===== src/rtl/terasic_loopback_seq.sv =====
// terasic_loopback_seq: drives the GPIO loopback tester through one or more
// reset/sweep/readback passes and accumulates the per-pair error mask and
// the number of failing passes.
module terasic_loopback_seq #(
  parameter int PAIR_NUM     = 32,
  parameter int RESET_CYCLES = 2,
  parameter int RUN_CYCLES   = 128,
  parameter int ITER_W       = 8
) (
  input  logic                clk,
  input  logic                reset_n,
  input  logic                start,
  input  logic                abort,
  input  logic [ITER_W-1:0]   iterations,
  output logic                m_cs,
  output logic                m_read,
  output logic                m_write,
  output logic [PAIR_NUM-1:0] m_writedata,
  input  logic [PAIR_NUM-1:0] m_readdata,
  output logic                busy,
  output logic                done,
  output logic                pass,
  output logic [PAIR_NUM-1:0] err_mask,
  output logic [ITER_W-1:0]   fail_cnt
);

  // One shared down-counter times both HOLD and RUN, so it is sized for the longer.
  localparam int MAX_WAIT = (RUN_CYCLES > RESET_CYCLES) ? RUN_CYCLES : RESET_CYCLES;
  localparam int CNT_W    = (MAX_WAIT > 1) ? $clog2(MAX_WAIT) : 1;

  typedef enum logic [2:0] {
    S_IDLE,
    S_ASSERT_RST,
    S_HOLD,
    S_RELEASE,
    S_RUN,
    S_READ,
    S_CAPTURE,
    S_DONE
  } state_t;

  state_t              state_q, state_d;
  logic [CNT_W-1:0]    cnt_q, cnt_d;
  logic [ITER_W-1:0]   iter_q, iter_d;
  logic [PAIR_NUM-1:0] err_q, err_d;
  logic [ITER_W-1:0]   fail_q, fail_d;
  logic                pass_q, pass_d;
  logic                cs_q, cs_d;
  logic                rd_q, rd_d;
  logic                wr_q, wr_d;
  logic                wd0_q, wd0_d;
  logic                busy_q, busy_d;
  logic                done_q, done_d;

  // Next-state and accumulator logic; abort overrides everything once a test is running.
  always_comb begin
    state_d = state_q;
    cnt_d   = cnt_q;
    iter_d  = iter_q;
    err_d   = err_q;
    fail_d  = fail_q;
    pass_d  = pass_q;
    if (abort && (state_q != S_IDLE)) begin
      state_d = S_IDLE;
    end else begin
      case (state_q)
        S_IDLE: begin
          if (start) begin
            state_d = S_ASSERT_RST;
            err_d   = '0;
            fail_d  = '0;
            pass_d  = 1'b0;
            iter_d  = (iterations == '0) ? ITER_W'(1) : iterations;
          end
        end
        S_ASSERT_RST: begin
          state_d = S_HOLD;
          cnt_d   = CNT_W'(RESET_CYCLES - 1);
        end
        S_HOLD: begin
          if (cnt_q == '0) state_d = S_RELEASE;
          else             cnt_d   = cnt_q - CNT_W'(1);
        end
        S_RELEASE: begin
          state_d = S_RUN;
          cnt_d   = CNT_W'(RUN_CYCLES - 1);
        end
        S_RUN: begin
          if (cnt_q == '0) state_d = S_READ;
          else             cnt_d   = cnt_q - CNT_W'(1);
        end
        S_READ: begin
          state_d = S_CAPTURE;
        end
        S_CAPTURE: begin
          err_d  = err_q | m_readdata;
          if (m_readdata != '0) fail_d = fail_q + ITER_W'(1);
          iter_d = iter_q - ITER_W'(1);
          state_d = (iter_q <= ITER_W'(1)) ? S_DONE : S_ASSERT_RST;
        end
        S_DONE: begin
          state_d = S_IDLE;
          pass_d  = (err_q == '0);
        end
        default: state_d = S_IDLE;
      endcase
    end
  end

  // Strobes and status are decoded from the next state so the registered outputs line up with the state.
  always_comb begin
    cs_d   = (state_d == S_ASSERT_RST) || (state_d == S_RELEASE) || (state_d == S_READ);
    wr_d   = (state_d == S_ASSERT_RST) || (state_d == S_RELEASE);
    rd_d   = (state_d == S_READ);
    wd0_d  = (state_d == S_RELEASE);
    busy_d = (state_d != S_IDLE) && (state_d != S_DONE);
    done_d = (state_d == S_DONE);
  end

  // State, counters and registered outputs; reset clears everything asynchronously.
  always_ff @(posedge clk or negedge reset_n) begin
    if (!reset_n) begin
      state_q <= S_IDLE;
      cnt_q   <= '0;
      iter_q  <= '0;
      err_q   <= '0;
      fail_q  <= '0;
      pass_q  <= 1'b0;
      cs_q    <= 1'b0;
      rd_q    <= 1'b0;
      wr_q    <= 1'b0;
      wd0_q   <= 1'b0;
      busy_q  <= 1'b0;
      done_q  <= 1'b0;
    end else begin
      state_q <= state_d;
      cnt_q   <= cnt_d;
      iter_q  <= iter_d;
      err_q   <= err_d;
      fail_q  <= fail_d;
      pass_q  <= pass_d;
      cs_q    <= cs_d;
      rd_q    <= rd_d;
      wr_q    <= wr_d;
      wd0_q   <= wd0_d;
      busy_q  <= busy_d;
      done_q  <= done_d;
    end
  end

  assign m_cs        = cs_q;
  assign m_read      = rd_q;
  assign m_write     = wr_q;
  assign m_writedata = PAIR_NUM'(wd0_q);
  assign busy        = busy_q;
  assign done        = done_q;
  assign pass        = pass_q;
  assign err_mask    = err_q;
  assign fail_cnt    = fail_q;

endmodule


===== config.mk =====
export PLATFORM = sky130hd
export DESIGN_NAME = terasic_loopback_seq
export DESIGN_NICKNAME = d
export VERILOG_FILES = /design/src/rtl/terasic_loopback_seq.sv
export SDC_FILE = /design/constraint.sdc
export NUM_CORES = 1
export LEC_CHECK = 0
export CAP_MARGIN = 5
export CORE_MARGIN = 2
export CORE_UTILIZATION = 25
export CTS_BUF_LIST = sky130_fd_sc_hd__clkbuf_8 sky130_fd_sc_hd__clkbuf_16
export DETAILED_ROUTE_END_ITERATION = 16
export GPL_TIMING_DRIVEN = 0
export MAX_ROUTING_LAYER = met4
export SYNTH_ARGS = -nofsm -noshare
export SYNTH_HDL_FRONTEND = slang
export SYNTH_SLANG_ARGS = --single-unit

===== constraint.sdc =====
create_clock -name clk -period 4.3 [get_ports clk]
set_clock_uncertainty 0.2 [all_clocks]
set_input_delay 1.075 -clock clk [delete_from_list [all_inputs] [get_ports clk]]
set_output_delay 1.075 -clock clk [all_outputs]
set_load 0.05 [all_outputs]

==> results.md <==
Clock tree:
- The count of instances resized after the clock tree is built is 0.
- CTS built an H-tree with a depth of 3.
- TritonCTS created 9 clock buffers.
- The clock tree buffer depth is 2.
- The root buffer cell chosen for the clock tree is sky130_fd_sc_hd__clkbuf_16.
- After clock tree synthesis, the clock-pin slew on the worst setup and hold paths is around 60 ps.
- The post-CTS setup repair buffer count is 0.
- After clock tree synthesis, the flow added hold-fix buffers numbering 0.
- The count of clock tree sinks is 65.
- TritonCTS built the clock tree.
- Clock latency on the worst-skew pair, taken at its later pin, is 330 ps.

Outcome:
- The flow ran to the end, and the final reports show no timing, DRC or antenna violations.

Setup path:
- The category of the most critical setup path is in -> reg.
- The highest-delay cell along the critical path is sky130_fd_sc_hd__clkdlybuf4s50_1.
- The number of cells on the worst reg-to-reg path is 7.
- The endpoint of the most critical register-to-register path is busy.
- The family with the most delay on the worst path is buffers and inverters.
- The cell that appears most often on the critical path is sky130_fd_sc_hd__o21ai_0.
- The largest single stage delay on the critical path is 600 ps.
- At the worst endpoint, the required time is between 4000 and 5000 ps.
- The category of the worst setup path capture point is a flop.
- The signal on the critical path passes through clkdlybuf4s50_1 > nor4bb_1 > clkbuf_1 > or2_0 > o21ai_0 > nand2_1 > o21ai_0.
- The nature of the critical path startpoint is an input pin.
- Data on the critical path arrives at its endpoint at roughly 3400 ps.
- The slack of the worst reg-to-reg path is about 1600 ps.
- The startpoint of the lowest-slack register-to-register path is cnt_q[0].
- The critical path contains buffers and inverters numbering 2 combined.
- Along the worst path, the maximum fanout reaches 10.

Route:
- The detailed router finished its first iteration with 157 violations.
- The average wire per cell in the routed design is roughly 14 um.
- Once detail routing completed, the nets flagged for antenna violations numbered 0.
- The final route contains about 3,200 vias.
- In the routed design, unresolved DRC markers number 0.
- The first detailed-routing pass took 4 iterations.
- The aggregate routed wire length is 9900 um.
- The detailed-route vias per instance is ~4.7.

Floorplan:
- Row generation in the floorplan step produced 42 rows.
- The core area is roughly 13,000 um^2.
- The overall die width is between 100 and 150 um.
- The vertical extent of the die is ~120 um.
- The top-level I/O count is 122.
- The area enclosed by the die boundary is 14,500 um^2.
- The initial cell density of the core is 25.6%.

Synth:
- After synthesis, the cell types taking the most area are sky130_fd_sc_hd__dfrtp_1 (48%), sky130_fd_sc_hd__a21oi_1 (7.4%), sky130_fd_sc_hd__buf_4 (7.1%).
- The post-synthesis instance total is roughly 370.
- For this run, the number of Yosys warnings is 0.
- The number of distinct library cell variants in the gate-level netlist after synthesis is between 40 and 50.
- The fraction of registers with async set or reset after synthesis is 100%.
- The average instance in the mapped netlist occupies 9.12 um^2.
- The sequential area share after synthesis is roughly 48%.
- Yosys mapped a number of flops with a built-in enable equal to 0.
- The most area-hungry cell type in the Yosys netlist is sky130_fd_sc_hd__dfrtp_1.
- The total standard cell area after synthesis is 3390 um^2.
- After synthesis the netlist holds a flip-flop and latch count of 65.
- The area share of the largest cell type after synthesis is a little under half.
- For this run, the leading register cell type out of synthesis is sky130_fd_sc_hd__dfrtp_1.

Layout:
- From synthesis to final layout, the design area changed by 45.5%.
- After filler insertion, the fill cell instance count of the layout stands at about 1,400.
- The end-of-flow core utilization is a little under two fifths.
- The net total in the final layout is ~550.
- The finished layout holds 684 standard cells, fillers aside.
- The number of antenna diodes in the final layout is 0.
- The library cells used most frequently in the layout, excluding fill and tap cells, are sky130_fd_sc_hd__clkdlybuf4s50_1 (89), sky130_fd_sc_hd__dfrtp_1 (65), sky130_fd_sc_hd__nor2_1 (59).
- The finished cells cover 4940 um^2.
- Of the cells placed in the final design, the portion with a size suffix greater than 1 is 12.6%.
- Leaving out fill and tap cells, the most frequent cell in the layout is sky130_fd_sc_hd__clkdlybuf4s50_1.

Global route:
- The global route total overflow is 0.
- The number of antenna violations at the first check in global routing is 0.
- The pin count of the biggest net entering global routing is 66.
- The first global-routing pass estimated between 15,000 and 20,000 um of wire.
- The global-route usage over all layers is between 10% and 20%.
- The via count of the first global-routing pass was ~3,100.

Pwr:
- Total power for the finished layout comes to between 2 and 2.5 mW.
- The leakage dissipation is 2.17 nW.
- The worst voltage drop across the vdd grid is between 0.00015 and 0.0002 V.
- Dividing total power by cell area gives a power density of roughly 450 nW/um^2.

Place:
- The placed cell area is approximately 4600 um^2.
- The post-DP HPWL is roughly 7400 um.
- The final RePlAce weighted congestion is between 0.8 and 0.9.
- The instance count after placement with tap cells included is 668.
- In this run the tool buffered the top-level ports with 90 buffer cells.
- The minimum setup slack after placement is roughly 620 ps.

Timing:
- In the final timing run, aggregate negative setup slack is 0 ps.
- The tightest slew margin relative to the limit is between 40% and 50%.
- Setup repair after global routing left no endpoint under its margin.
- Dividing the final minimum period by the clock period gives 78.6%.
- Static timing analysis puts the maximum clock frequency at about 300 MHz.
- The max-slew violation total from the final report came to 0.
- The worst path needs 3380 ps of the cycle, external delays included.
- Across all hold checks on the routed design, the worst slack comes to ~300 ps.
- The number of setup violations in the final report is 0.
- The slew at the pin with the worst max-slew slack is 842 ps.
- After layout, the worst setup slack is ~920 ps.
- The final number of hold-violating endpoints is 0.

Worst hold path:
- In this run the most critical hold path is launched from pass.
- Counting instances, the worst hold path has a depth of 2.
- The min-delay analysis places its worst path in the category reg -> reg.
- The worst hold path terminates at pass.

Job:
- Max-cap violations in this run came to 0.
[metal layers]
layer	GRT usage [%]	vias up	routed length, um
li1	-	1540	-
met1	19.0	1526	4550
met2	21.4	117	4590
met3	2.17	13	591
met4	4.58	0	162
met5	-	-	0
[how the worst max path moves through the flow]
stage | from | to | slack, ps | cells after the start
4_1_cts | abort | iter_q[5] | 940 | 7
3_5_place_dp | abort | iter_q[5] | 620 | 7
2_1_floorplan | m_readdata[29] | fail_cnt[5] | 1660 | 6
6_report | abort | iter_q[5] | 920 | 7
5_1_grt | abort | iter_q[5] | 660 | 7
3_3_place_gp | reset_n | err_mask[4] | -270 | 1
[report_power, final]
group | internal, mW | switching [mW] | total [mW]
combinational | 0.239 | 0.405 | 0.644
sequential | 0.695 | 0.0862 | 0.782
clock | 0.484 | 0.294 | 0.778
total | 1.42 | 0.786 | 2.20
[layout make-up]
type	instances	area (um^2)	share of cell area [%]
plain buffers	50	312	6.31
clock buffers	11	253	5.12
clock inverters	5	60.1	1.22
inverters	9	33.8	0.684
multi-input cells	278	1530	31.1
flip-flops and latches	65	1630	32.9
well taps	176	220	4.46
repair buffers	90	898	18.2
[Yosys cell counts (8+ instances only)]
cell type	number
sky130_fd_sc_hd__nor3_1	11
sky130_fd_sc_hd__buf_4	32
sky130_fd_sc_hd__nor4_1	22
sky130_fd_sc_hd__nand4_1	8
sky130_fd_sc_hd__inv_1	9
sky130_fd_sc_hd__clkbuf_1	12
sky130_fd_sc_hd__dfrtp_1	65
sky130_fd_sc_hd__nand2_1	19
sky130_fd_sc_hd__o21ai_0	17
sky130_fd_sc_hd__nor2_1	59
sky130_fd_sc_hd__a21oi_1	50
[registers in the layout, indices dropped and copies added (netlist names), 3 cells and up]
name      count
err_mask     32
fail_cnt      8
iter_q        8
cnt_q         7
state_q       3
[worst reg2reg max path: cells and delay by family (launching register included)]
family	cells	cell delay, ps
buffers and inverters	1	90
AOI/OAI and AO/OA	1	390
and+or+nand+nor	4	1340
DFF	1	400
adders and majority gates	1	200
[logic make-up (layout without fill, tap and decap cells)]
family / after synthesis / count (layout) / share of synthesized area, %
flops: 65 / 65 / 47.9
simple gates: 144 / 144 / 22.1
xor+xnor: 1 / 1 / 0.258
compound gates: 94 / 94 / 16.8
mux: 4 / 4 / 1.18
fa+ha+maj: 4 / 4 / 1.47
buf+inv: 59 / 165 / 10.2
other cells: 1 / 31 / 0.111
No activity file was read; power rests on OpenSTA's default activity.
